[src/rtl/jtdsp16_pkg.sv]
// Shared definitions for the DSP16 loop engine: state encoding and do_data field layout.
package jtdsp16_pkg;

  localparam int unsigned NIW_DEF = 4;
  localparam int unsigned KW_DEF  = 7;

  // do_data = {NI, K}
  localparam int unsigned K_LSB  = 0;
  localparam int unsigned K_MSB  = KW_DEF - 1;
  localparam int unsigned NI_LSB = KW_DEF;
  localparam int unsigned NI_MSB = KW_DEF + NIW_DEF - 1;

  typedef enum logic [1:0] {
    LOOP_IDLE   = 2'd0,
    LOOP_FILL   = 2'd1,
    LOOP_REPLAY = 2'd2
  } loop_state_t;

endpackage

[src/rtl/jtdsp16_loop_ram.sv]
// Loop body cache: one synchronous write port, one asynchronous read port.
module jtdsp16_loop_ram #(
  parameter int unsigned DW    = 16,
  parameter int unsigned DEPTH = 15,
  parameter int unsigned AW    = 4
) (
  input  logic          clk,
  input  logic          we,
  input  logic [AW-1:0] waddr,
  input  logic [DW-1:0] din,
  input  logic [AW-1:0] raddr,
  output logic [DW-1:0] dout
);

  logic [DW-1:0] mem [DEPTH];

  always_ff @(posedge clk) begin
    if (we) mem[waddr] <= din;
  end

  assign dout = mem[raddr];

endmodule

[src/rtl/jtdsp16_loop.sv]
// do/redo loop engine: captures the body from ROM, then replays it from a local cache.
// Build option: define JTDSP16_LOOP_REDO_EN to support redo (NI=0) from the cached body.
module jtdsp16_loop
  import jtdsp16_pkg::*;
#(
  parameter int unsigned DW    = 16,
  parameter int unsigned DEPTH = 15,
  parameter int unsigned NIW   = NIW_DEF,
  parameter int unsigned KW    = KW_DEF
) (
  input  logic              clk,
  input  logic              rst,
  input  logic              cen,
  input  logic              do_start,
  input  logic [NIW+KW-1:0] do_data,
  input  logic              ins_take,
  input  logic [DW-1:0]     rom_dout,
  output logic [DW-1:0]     cache_dout,
  output logic              up_xcache,
  output logic              pc_hold,
  output logic              loop_busy,
  output logic              loop_end,
  output logic              fault
);

  localparam int unsigned PW = (DEPTH > 1) ? $clog2(DEPTH) : 1;

  loop_state_t    state;
  logic [NIW-1:0] ni;
  logic [KW-1:0]  iter;
  logic [PW-1:0]  wr_ptr;
  logic [PW-1:0]  rd_ptr;
  logic [DW-1:0]  ram_dout;

  logic [NIW-1:0] ni_in;
  logic [KW-1:0]  k_in;
  logic           is_redo;
  logic           redo_ok;
  logic           cmd_ok;
  logic [PW-1:0]  last_ptr;
  logic           ram_we;

  assign ni_in    = do_data[NIW+KW-1:KW];
  assign k_in     = do_data[KW-1:0];
  assign is_redo  = (ni_in == '0);
  assign cmd_ok   = is_redo ? redo_ok : (32'(ni_in) <= DEPTH);
  assign last_ptr = PW'(ni - NIW'(1));
  assign ram_we   = cen && ins_take && (state == LOOP_FILL);

`ifdef JTDSP16_LOOP_REDO_EN
  logic cache_valid;

  // Cache holds a complete body once a fill pass finishes; a new do invalidates it.
  always_ff @(posedge clk) begin
    if (rst) begin
      cache_valid <= 1'b0;
    end else if (cen) begin
      if (state == LOOP_IDLE && do_start && cmd_ok && !is_redo && k_in != '0)
        cache_valid <= 1'b0;
      else if (state == LOOP_FILL && ins_take && wr_ptr == last_ptr)
        cache_valid <= 1'b1;
    end
  end

  assign redo_ok = cache_valid;
`else
  assign redo_ok = 1'b0;
`endif

  jtdsp16_loop_ram #(
    .DW    (DW),
    .DEPTH (DEPTH),
    .AW    (PW)
  ) u_ram (
    .clk   (clk),
    .we    (ram_we),
    .waddr (wr_ptr),
    .din   (rom_dout),
    .raddr (rd_ptr),
    .dout  (ram_dout)
  );

  // Zero outside replay so the decoder mux sees a clean word after reset.
  assign cache_dout = up_xcache ? ram_dout : '0;

  always_ff @(posedge clk) begin
    if (rst) begin
      state     <= LOOP_IDLE;
      up_xcache <= 1'b0;
      pc_hold   <= 1'b0;
      loop_busy <= 1'b0;
      loop_end  <= 1'b0;
      fault     <= 1'b0;
      ni        <= '0;
      iter      <= '0;
      wr_ptr    <= '0;
      rd_ptr    <= '0;
    end else if (cen) begin
      loop_end <= 1'b0;
      if (do_start && state != LOOP_IDLE) fault <= 1'b1;
      case (state)
        LOOP_IDLE: begin
          if (do_start) begin
            if (!cmd_ok) begin
              fault <= 1'b1;
            end else if (k_in == '0) begin
              loop_end <= 1'b1;
            end else if (is_redo) begin
              // Redo replays every pass from the cache, so it needs all K iterations.
              iter      <= k_in;
              rd_ptr    <= '0;
              state     <= LOOP_REPLAY;
              up_xcache <= 1'b1;
              pc_hold   <= 1'b1;
              loop_busy <= 1'b1;
            end else begin
              ni        <= ni_in;
              iter      <= k_in - KW'(1);
              wr_ptr    <= '0;
              state     <= LOOP_FILL;
              loop_busy <= 1'b1;
            end
          end
        end
        LOOP_FILL: begin
          if (ins_take) begin
            wr_ptr <= wr_ptr + PW'(1);
            if (wr_ptr == last_ptr) begin
              if (iter == '0) begin
                loop_end  <= 1'b1;
                state     <= LOOP_IDLE;
                loop_busy <= 1'b0;
              end else begin
                rd_ptr    <= '0;
                state     <= LOOP_REPLAY;
                up_xcache <= 1'b1;
                pc_hold   <= 1'b1;
              end
            end
          end
        end
        LOOP_REPLAY: begin
          if (ins_take) begin
            if (rd_ptr == last_ptr) begin
              rd_ptr <= '0;
              iter   <= iter - KW'(1);
              if (iter == KW'(1)) begin
                loop_end  <= 1'b1;
                state     <= LOOP_IDLE;
                up_xcache <= 1'b0;
                pc_hold   <= 1'b0;
                loop_busy <= 1'b0;
              end
            end else begin
              rd_ptr <= rd_ptr + PW'(1);
            end
          end
        end
        default: begin
          state     <= LOOP_IDLE;
          up_xcache <= 1'b0;
          pc_hold   <= 1'b0;
          loop_busy <= 1'b0;
        end
      endcase
    end
  end

endmodule

[config.mk]
export PLATFORM = sky130hd
export DESIGN_NAME = jtdsp16_loop
export DESIGN_NICKNAME = d
export VERILOG_FILES = /design/src/rtl/jtdsp16_pkg.sv /design/src/rtl/jtdsp16_loop_ram.sv /design/src/rtl/jtdsp16_loop.sv
export SDC_FILE = /design/constraint.sdc
export NUM_CORES = 1
export LEC_CHECK = 0
export CELL_PAD_IN_SITES_DETAIL_PLACEMENT = 1
export CELL_PAD_IN_SITES_GLOBAL_PLACEMENT = 1
export CORE_ASPECT_RATIO = 0.75
export CORE_MARGIN = 2
export CORE_UTILIZATION = 49
export CTS_BUF_LIST = sky130_fd_sc_hd__clkbuf_4
export DETAILED_ROUTE_END_ITERATION = 10
export PLACE_DENSITY = 0.9
export SLEW_MARGIN = 25
export SYNTH_ARGS = -nofsm -noshare
export SYNTH_HDL_FRONTEND = slang
export SYNTH_SLANG_ARGS = --single-unit
export TNS_END_PERCENT = 50
[constraint.sdc]
create_clock -name clk -period 3.1 [get_ports clk]
set_input_delay 0.93 -clock clk [delete_from_list [all_inputs] [get_ports clk]]
set_output_delay 0.93 -clock clk [all_outputs]
set_load 0.05 [all_outputs]
==> results.md, run 1 <==
* Met2 track demand over resource at a little under half
* Most frequent cells in the layout: edfxtp_1, clkbuf_4, mux4_2
* R2r setup slk at between 0.3 and 0.4 ns
* Synth Area in Adders at under 10%
* Post-Synth XOR/XNOR Area at roughly 1.6%
* RR Endpoint: state[0]
* Largest cells by area after synthesis: edfxtp_1, mux4_2, dfxtp_1
* Switch share at between 20% and 30%
* NetSw at approximately 0.0018 W
* Vias per cell at 6.25
* Crit Reg-Reg Startpoint: ni[0]
* Final setup viols at 16
* Status: complete, but fails checks
* Die Width at 179 µm
* Vias in the first global route at between 7k and 8k
* First-pass GRT wire length at between 40000 and 50000 µm
* Yosys top cell area share at around 64%
* Lkg Pwr at about 4.4 nW
* Final hold vios at 0
* DRT iter0 DRCs at approximately 860
* Worst path max stage delay at approximately 0.54 ns
* Grt peak-use layer: met2
* DRC viols at 0
* Period minus WS final at about 3.6 ns
* Longest Clk Path Bufs at 3
* Startpoint class of the critical path: flip-flop
* CTS clk-pin slew, worst paths at approximately 0.080 ns
* I/O pin count at 53
* Internal power at about 0.0059 W
* Final total negative setup slack at -7.99 ns
* Post-DP HPWL at between 15000 and 20000 µm
* Synth Area in Compound Gates at roughly 4.3%
* Area Overhead vs Synth at 21.4%
* Min-Delay Path Class: reg -> reg
* Post-Synth Simple-Gate Area at under 10%
* WHS at slightly below 0.5 ns
* Worst hold path depth at 2
* Largest net degree at the start of global routing at between 50 and 60
* FF+latch count, synth at 269
* Layout cell share with drive strength beyond 1 at between 30% and 40%
* Worst IR Drop VDD at around 0.00033 V
* Slew @ Worst Pin at 0.674 ns
* PnR Total Power at between 0.007 and 0.008 W
* Total gr overflow at 0
* FMAX at between 200 and 300 MHz
* Avg WL per Cell at between 20 and 30 µm
* Syn Nets at between 600 and 700
* R2R cell count at 7
* Post-synth EDFFs at 240
* Antenna violations before repair at 1
* Most area-hungry cell type in the Yosys netlist: edfxtp_1
* Die area at roughly 24000 µm²
* YS warnings at 0
* Pwr/cell area at 566 nW/µm²
* Std cell rows at between 40 and 50
* CP delay by family, top: multiplexers
* Syn Inst Count at between 600 and 700
* Combinational cell fraction of total power at 6.4%
* Syn avg cell area at 17.4 µm²
* Netlist Area Pre-Place at 11200 µm²
* Final setup margin at -0.541 ns
* Worst Path Arrival at about 2.7 ns
* Worst path required time at between 2 and 2.5 ns
* DR pass1 iterations at 6
* Worst-Skew Late Latency at 0.67 ns
* Largest family of logic cells by synthesized area: multiplexers
* Fin util at 61.1%
* Max Cap Viol at 0
* Hold path start: loop_busy
* Post-route ant nets at 0
* CTS tree: done
* GP Congestion at around 0.82
* Reg power frac at 51.8%
* WHS Endpoint: loop_busy
* Clock power frac at between 40% and 50%
* Async S/R FF share, synth at 0%
* Port Buffer Count at 52
* Rel. slew slack at 54.9%
* Post-route clock period utilization at 117%
* Post-DP Area at 12400 µm²
* Worst setup EP type: primary output
* Clock Sinks at around 270
* Root Buffer: clkbuf_4
* Core area at ~22000 µm²
* Most common cell after layout, fill and taps aside: edfxtp_1
* Starting density of the core at roughly half
* GRT met1 Usage at 33.2%
* RSZ-0062 raised after global routing: true
* GRT Total Usage at between 20% and 30%
* Layout Skew at between 0.06 and 0.07 ns
* Multi-input combinational cell area at 3280 µm²
* Slowest library cell on the worst path: mux4_2
* Layout Nets at 826
* Vias at 6978
* Crit path max fanout at 7
* Die boundary height at around 130 µm
* CP Cell Sequence: buf_12 -> buf_12 -> mux4_2 -> mux4_2 -> and2_4 -> buf_6
* H-tree level count at 3
* Buf+Inv Stages, Crit Path at 3
* Final Max Tran Viols at 0
* Mux cell area share after synthesis at between 15 and 20%
* Dominant synthesized flop cell: edfxtp_1
* Storage cell area at 7790 µm²
* Crit path kind: reg -> out
* GRT met3 Usage at 5.43%
* Sequential element share of the synthesized area at between 60% and 70%
* Drt total wl at approximately 32000 µm
* FILL cells at between 1.5k and 2k
* Post-synth cell types at 54
* Num CTS Buffers at 67
* Design area at between 10000 and 15000 µm²
* Failing checks: setup timing
-- per-layer routing --
layer,up-vias,part of all wire (%)
met4,0,2.5
li1,2878,-
met3,73,6.5
met1,3638,39
met5,-,0
met2,389,52
-- power by group through the flow --
stage          combinational, W  sequential [W]  clock [W]
6_report               0.000490         0.00399    0.00322
3_3_place_gp           0.000405         0.00406          0
2_1_floorplan          0.000240         0.00407          0
5_1_grt                0.000519         0.00399    0.00345
4_1_cts                0.000474         0.00399    0.00318
3_5_place_dp           0.000444         0.00407          0
-- registers in the layout, indices dropped and copies added, names as in the netlist, named ones only --
signal and count:
loop_busy 1, wr_ptr 4, fault 1, rd_ptr 4
loop_end 1, state 2, u_ram.mem 240, iter 7
ni 4, pc_hold 1
-- worst max path at each step --
stage                      to  cells past startpoint
3_3_place_gp        wr_ptr[2]                      6
6_report        cache_dout[5]                      6
4_1_cts        cache_dout[14]                      6
2_1_floorplan  cache_dout[10]                      7
3_5_place_dp        wr_ptr[2]                      6
5_1_grt         cache_dout[5]                      6
-- cell usage after synthesis (4+ instances only) --
cell type,instances
edfxtp_1,240
mux4_2,64
nand2_1,38
dfxtp_1,29
nor2_1,27
mux2i_1,24
o21ai_0,23
clkbuf_1,22
inv_1,18
and2_1,16
ha_1,15
a21oi_1,10
nand3_1,10
nor3_1,8
buf_2,7
xnor2_1,7
a31oi_1,6
xor2_1,6
and3_1,5
a211oi_1,4
o311ai_0,4
o31ai_1,4
-- cell type report --
type / instances / share of cell area [%]
clock buffer: 93 / 5.13
multi-input combinational: 323 / 24.1
inverter: 18 / 0.497
antenna: 1 / 0.0184
clock inverter: 19 / 1.31
timing repair buffer: 100 / 8.98
sequential: 269 / 57.3
tap: 294 / 2.70
-- stage by stage --
step	setup WS, ns	instances
after CTS	-0.555	1108
final	-0.541	1117
after floorplan	0.0426	643
after detailed placement	-0.0954	989
after global placement	0.0701	989
after global routing	-0.607	1117
-- worst register-to-register path, stage by stage (launching register included) --
cell and delay (ns):
dfxtp_1 0.51, inv_1 0.08, ha_1 0.34, xor2_1 0.20, nand3_1 0.14, o21ai_0 0.52
or4b_4 0.56, a211oi_1 0.33
-- cells by family after synthesis --
logic type | Yosys count
xor gates and xnor gates | 16
AOI/OAI and AO/OA | 72
buffers and inverters | 51
muxes | 88
DFF | 269
and+or+nand+nor | 132
adders and majority gates | 15
-- timing repair --
action / in CTS / in global routing
cloned: 2 / 2
pin swaps: 0 / 0
setup endpoints to repair: 16 / 16
setup buffers: 5 / 8
gates resized for setup: 33 / 8
hold buffers: 0 / 0
No activity file was read; power rests on OpenSTA's default activity.
==> run 2: changes to the inputs <==
CORE_UTILIZATION = 54   (was 49)
PLACE_DENSITY = 0.94   (was 0.9)
clock period = 3.79 ns   (was 3.1 ns; I/O delays follow)
==> results.md, run 2 (same netlist as run 1, synthesis figures left out) <==
* DRC viols at 0 (unchanged)
* Max Cap Viol at 0 (unchanged)
* Total gr overflow at 0 (unchanged)
* R2R cell count at 7 (unchanged)
* Final Max Tran Viols at 0 (unchanged)
* Hold path start: loop_busy (unchanged)
* Antenna violations before repair at 2 (was 1)
* Final setup viols at 16 (unchanged)
* Port Buffer Count at 52 (unchanged)
* Num CTS Buffers at 66 (was 67)
* Worst IR Drop VDD at 0.000212 V (was 0.000331 V)
* Reg power frac at 52.2% (was 51.8%)
* Root Buffer: clkbuf_4 (unchanged)
* Worst setup EP type: primary output (unchanged)
* Worst Path Arrival at 2.76 ns (was 2.71 ns)
* Core area at 20300 µm² (was 22300 µm²)
* DRT iter0 DRCs at 1050 (was 864)
* Most frequent cells in the layout: edfxtp_1, clkbuf_4, mux4_2 (unchanged)
* Final setup margin at -0.112 ns (was -0.541 ns)
* FILL cells at 1768 (was 1998)
* CTS tree: done (unchanged)
* GP Congestion at 0.819 (was 0.822)
* Startpoint class of the critical path: flip-flop (unchanged)
* Rel. slew slack at 52.6% (was 54.9%)
* Crit path kind: reg -> out (unchanged)
* Post-route ant nets at 0 (unchanged)
* Status: complete, but fails checks (unchanged)
* Lkg Pwr at 4.45 nW (about the same)
* Area Overhead vs Synth at 20.3% (was 21.4%)
* Place WS at 0.210 ns (was -0.0954 ns)
* Min-Delay Path Class: reg -> reg (unchanged)
* Worst-Skew Late Latency at 0.68 ns (was 0.67 ns)
* Avg WL per Cell at 31.9 µm (was 28.9 µm)
* RSZ-0062 raised after global routing: true (unchanged)
* Post-DP HPWL at 18100 µm (was 17800 µm)
* Clock power frac at 41.1% (was 41.9%)
* Clock Sinks at 269 (unchanged)
* Switch share at 25.3% (was 23.9%)
* Longest Clk Path Bufs at 3 (unchanged)
* First-pass GRT wire length at 51400 µm (was 46600 µm)
* Failing checks: setup timing (unchanged)
* I/O pin count at 53 (unchanged)
* Largest Register: u_ram.mem (unchanged)
* CTS clk-pin slew, worst paths at 0.08 ns (about the same)
* Die area at 21900 µm² (was 24100 µm²)
* Vias at 7301 (was 6978)
* Layout Skew at 0.0508 ns (was 0.0601 ns)
* Cell repeated most along the worst path: mux4_2
* Pwr/cell area at 464 nW/µm² (was 566 nW/µm²)
* DR pass1 iterations at 6 (unchanged)
* Largest net degree at the start of global routing at 81 (was 59)
* Vias in the first global route at 7850 (was 7479)
* PnR Total Power at 0.00625 W (was 0.00770 W)
* Vias per cell at 6.70 (was 6.25)
* Post-Place Cells at 949 (was 989)
* Largest register FFs at 240 (unchanged)
* Slew @ Worst Pin at 0.709 ns (was 0.674 ns)
* Post-route clock period utilization at 103%
* Starting density of the core at 55.3% (was 50.3%)
* Layout Nets at 829 (was 826)
* Crit Reg-Reg Startpoint: state[0] (was ni[0])
* GRT Total Usage at 33.2% (was 26.8%)
* Drt total wl at 34800 µm (was 32300 µm)
* Post-DP Area at 12200 µm² (was 12400 µm²)
* Worst path max stage delay at 0.54 ns (about the same)
* FMAX at 256 MHz
* H-tree level count at 3 (unchanged)
* Final hold vios at 0 (unchanged)
* Internal power at 0.00467 W (was 0.00586 W)
* Design area at 13500 µm² (was 13600 µm²)
* Top Registers: u_ram.mem (240), iter (7) (unchanged)
* Period minus WS final at a little under 4 ns
* Most common cell after layout, fill and taps aside: edfxtp_1 (unchanged)
* Cts hold-fix bufs at 0 (unchanged)
* NetSw at 0.00158 W (was 0.00184 W)
* Crit path to: cache_dout[14] (was cache_dout[5])
* Die Width at 170 µm (was 179 µm)
* CP Cell Sequence: buf_8 -> buf_12 -> mux4_2 -> mux4_2 -> and2_4 -> buf_6 (was buf_12 -> buf_12 -> mux4_2 -> mux4_2 -> and2_4 -> buf_6)
* Combinational cell fraction of total power at 6.7% (was 6.4%)
* Worst path required time at 2.65 ns (was 2.17 ns)
* Die boundary height at 129 µm (was 135 µm)
* Layout cell share with drive strength beyond 1 at 32.4% (was 31.1%)
* Std cell rows at 45 (was 47)
* Slowest library cell on the worst path: mux4_2 (unchanged)
* Fin util at 66.5% (was 61.1%)
* Final Non-Filler Cells at 1090 (was 1117)
* Crit path max fanout at 6 (was 7)
* R2r setup slk at 0.81 ns (was 0.31 ns)
run 2: what timing repair did:
| item | CTS | global route |
|---|---|---|
| resized for setup | 49 | 5 |
| cloned | 5 | 0 |
| setup endpoints to repair | 16 | 16 |
| pin swaps | 0 | 0 |
| setup buffers | 18 | 1 |
run 2: power groups by stage:
| stage | Clock, W | Sequential, W | Combinational, W |
|---|---|---|---|
| floorplan | 0 | 0.00333 | 0.000196 |
| global placement | 0 | 0.00332 | 0.000327 |
| detailed placement | 0 | 0.00333 | 0.000360 |
| CTS | 0.00252 | 0.00326 | 0.000397 |
| global route | 0.00273 | 0.00326 | 0.000431 |
| finish | 0.00257 | 0.00326 | 0.000418 |
run 2: critical path, delay by kind of cell, from the launching register on:
kind,cells,cell delay [ns]
simple gates,1,0.19
flops,1,0.39
mux,2,1.05
buf+inv,3,0.44
run 2: routing by layer:
layer | part of all wire [%] | track usage [%] | vias up
met4 | 4.1 | 15.2 | 0
met1 | 38 | 43.1 | 3700
met2 | 49 | 54.2 | 563
met5 | 0 | 0 | -
met3 | 9.3 | 7.81 | 137
li1 | - | - | 2901
run 2: how the worst min path moves through the flow:
stage                      endpoint  slack [ns]  cells after the start
after floorplan             iter[3]        0.46                      2
after global placement    loop_busy        0.46                      2
after detailed placement  loop_busy        0.46                      2
after CTS                 loop_busy        0.46                      2
after global routing      loop_busy        0.50                      2
final                     loop_busy        0.46                      2
run 2: layout make-up:
type,instances,area (µm²),share of cell area (%)
Timing Repair Buffer,104,1150,8.50
Inverter,18,67.6,0.501
Clock buffer,100,751,5.57
Tap cell,258,323,2.39
Antenna cell,1,2.50,0.0186
Sequential cell,269,7790,57.8
Multi-Input combinational cell,323,3290,24.4
Clock inverter,17,105,0.780
run 2: per-stage QoR:
stage               hold WS (ns)  setup TNS [ns]
floorplan                  0.461               0
global placement           0.456               0
detailed placement         0.455               0
CTS                        0.463           -1.12
global route               0.502           -2.08
finish                     0.465          -0.922
==> run 3: changes to the inputs <==
SKIP_LAST_GASP = 1   (was default)
==> results.md, run 3 (same netlist as run 1, synthesis figures left out) <==
* GRT Total Usage at 33.2% (about the same)
* Multi-input combinational cell area at 3290 µm² (about the same)
* Slew @ Worst Pin at 0.717 ns (was 0.709 ns)
* Cts hold-fix bufs at 0 (unchanged)
* Vias in the first global route at 7849 (was 7850)
* Worst IR Drop VDD at 0.000212 V (about the same)
* Final Max Tran Viols at 0 (unchanged)
* DR pass1 iterations at 5 (was 6)
* Post-route clock period utilization at 103% (about the same)
* Final Non-Filler Cells at 1090 (unchanged)
* Slowest library cell on the worst path: mux4_2 (unchanged)
* Worst setup EP type: primary output (unchanged)
* Root Buffer: clkbuf_4 (unchanged)
* Largest register FFs at 240 (unchanged)
* Crit path max fanout at 6 (unchanged)
* CP delay by family, top: multiplexers (unchanged)
* Post-route ant nets at 0 (unchanged)
* First-pass GRT wire length at 51400 µm (about the same)
* Crit path kind: reg -> out (unchanged)
* Port Buffer Count at 52 (unchanged)
* Worst-Skew Late Latency at 0.68 ns (about the same)
* Failing checks: setup timing (unchanged)
* Std cell rows at 45 (unchanged)
* CTS clk-pin slew, worst paths at 0.08 ns (about the same)
* Pwr/cell area at 464 nW/µm² (about the same)
* H-tree level count at 3 (unchanged)
* Die area at 21900 µm² (unchanged)
* Clock Sinks at 269 (unchanged)
* Most frequent cells in the layout: edfxtp_1, clkbuf_4, mux4_2 (unchanged)
* Buf+Inv Stages, Crit Path at 3 (unchanged)
* Num CTS Buffers at 66 (unchanged)
* Max Cap Viol at 0 (unchanged)
* DRT iter0 DRCs at 957 (was 1050)
* GP Congestion at 0.819 (unchanged)
* Layout Nets at 829 (unchanged)
* Min-Delay Path Class: reg -> reg (unchanged)
* Starting density of the core at 55.3% (unchanged)
* FMAX at 257 MHz (was 256 MHz)
* Crit Reg-Reg Startpoint: state[0] (unchanged)
* Most common cell after layout, fill and taps aside: edfxtp_1 (unchanged)
* Longest Clk Path Bufs at 3 (unchanged)
* Largest Register: u_ram.mem (unchanged)
* Hold path start: loop_busy (unchanged)
* Core area at 20300 µm² (unchanged)
* Avg WL per Cell at 31.9 µm (about the same)
* R2R cell count at 7 (unchanged)
* Post-DP HPWL at 18100 µm (unchanged)
* WHS Endpoint: loop_busy (unchanged)
* Area Overhead vs Synth at 20.2% (was 20.3%)
* Place WS at 0.210 ns (unchanged)
* FILL cells at 1769 (was 1768)
* Status: complete, but fails checks (unchanged)
* Largest net degree at the start of global routing at 81 (unchanged)
* DRC viols at 0 (unchanged)
* Final setup margin at -0.0985 ns (was -0.112 ns)
* Cell repeated most along the worst path: mux4_2 (unchanged)
* Period minus WS final at 3.89 ns (was 3.90 ns)
* RSZ-0062 raised after global routing: true (unchanged)
* Layout cell share with drive strength beyond 1 at 32.0% (was 32.4%)
* Startpoint class of the critical path: flip-flop (unchanged)
* Vias at 7304 (was 7301)
* R2r setup slk at 0.76 ns (was 0.81 ns)
* Post-DP Area at 12200 µm² (unchanged)
* Final hold vios at 0 (unchanged)
* Post-Place Cells at 949 (unchanged)
* Die Width at 170 µm (unchanged)
* Final setup viols at 16 (unchanged)
* Total gr overflow at 0 (unchanged)
* Worst Path Arrival at 2.75 ns (was 2.76 ns)
* Fin util at 66.5% (about the same)
* I/O pin count at 53 (unchanged)
* Worst path max stage delay at 0.54 ns (about the same)
* CP Cell Sequence: buf_8 -> buf_12 -> mux4_2 -> mux4_2 -> and2_4 -> buf_6 (unchanged)
* Storage cell area at 7790 µm² (unchanged)
* Die boundary height at 129 µm (unchanged)
* Design area at 13500 µm² (about the same)
* Lkg Pwr at 4.45 nW (about the same)
* CTS tree: done (unchanged)
* Top Registers: u_ram.mem (240), iter (7) (unchanged)
* Antenna violations before repair at 3 (was 2)
* Worst path required time at 2.65 ns (about the same)
* Rel. slew slack at 51.7% (was 52.6%)
* Final total negative setup slack at -0.921 ns (was -0.922 ns)
* Vias per cell at 6.70 (about the same)
* Layout Skew at 0.0527 ns (was 0.0508 ns)
* Drt total wl at 34700 µm (was 34800 µm)
* Worst hold path depth at 2 (unchanged)
run 3: cell types whose count changed in the layout (fill, tap and decap cells not counted):
| cell | previous run | this run |
|---|---|---|
| and2_1 | 0 | 3 |
| buf_6 | 14 | 13 |
| and2_4 | 16 | 13 |
| buf_4 | 36 | 37 |
run 3: timing repair:
item	4_1_cts	5_1_grt
endpoints found under the setup margin	16	16
cloned	5	0
setup buffers	18	1
gates resized for setup	43	7
run 3: metal layers:
metal / share of wire, % / vias up / global-route usage [%]
li1: - / 2895 / -
met1: 38 / 3704 / 42.8
met2: 49 / 569 / 54.3
met3: 9.8 / 136 / 8.55
met4: 4.0 / 0 / 14.4
met5: 0 / - / 0
run 3: tightest hold or removal path: stages (launching register included):
cell and delay, ns:
dfxtp_1 0.31, nand2_1 0.05, mux2i_1 0.05
run 3: per-stage QoR:
stage,hold slack [ns],power [W]
after floorplan,0.461,0.00353
after global placement,0.456,0.00365
after detailed placement,0.455,0.00369
after CTS,0.463,0.00617
after global routing,0.502,0.00642
final,0.461,0.00625
run 3: power by group:
part | total (W) | switching (W) | internal, W
Combinational | 0.000417 | 0.000268 | 0.000149
Clock | 0.00257 | 0.00129 | 0.00128
Sequential | 0.00326 | 0.0000217 | 0.00324
Total | 0.00625 | 0.00158 | 0.00467
run 3: worst max path at each step:
stage	to	start	depth (start not counted)	slack (ns)
CTS	cache_dout[12]	flip-flop	7	-0.10
finish	cache_dout[14]	flip-flop	6	-0.1
global route	cache_dout[14]	flip-flop	6	-0.18
detailed placement	iter[4]	do_data[3]	6	0.21
global placement	iter[4]	do_data[2]	6	0.41
floorplan	cache_dout[10]	flip-flop	7	0.53
run 3: area by class of cell:
type | instances | share of cell area, %
Clock inverter | 17 | 0.780
Tap cell | 258 | 2.40
Timing Repair Buffer | 104 | 8.48
Antenna cell | 1 | 0.0186
Sequential cell | 269 | 57.9
Inverter | 18 | 0.502
Multi-Input combinational cell | 323 | 24.4
Clock buffer | 100 | 5.57
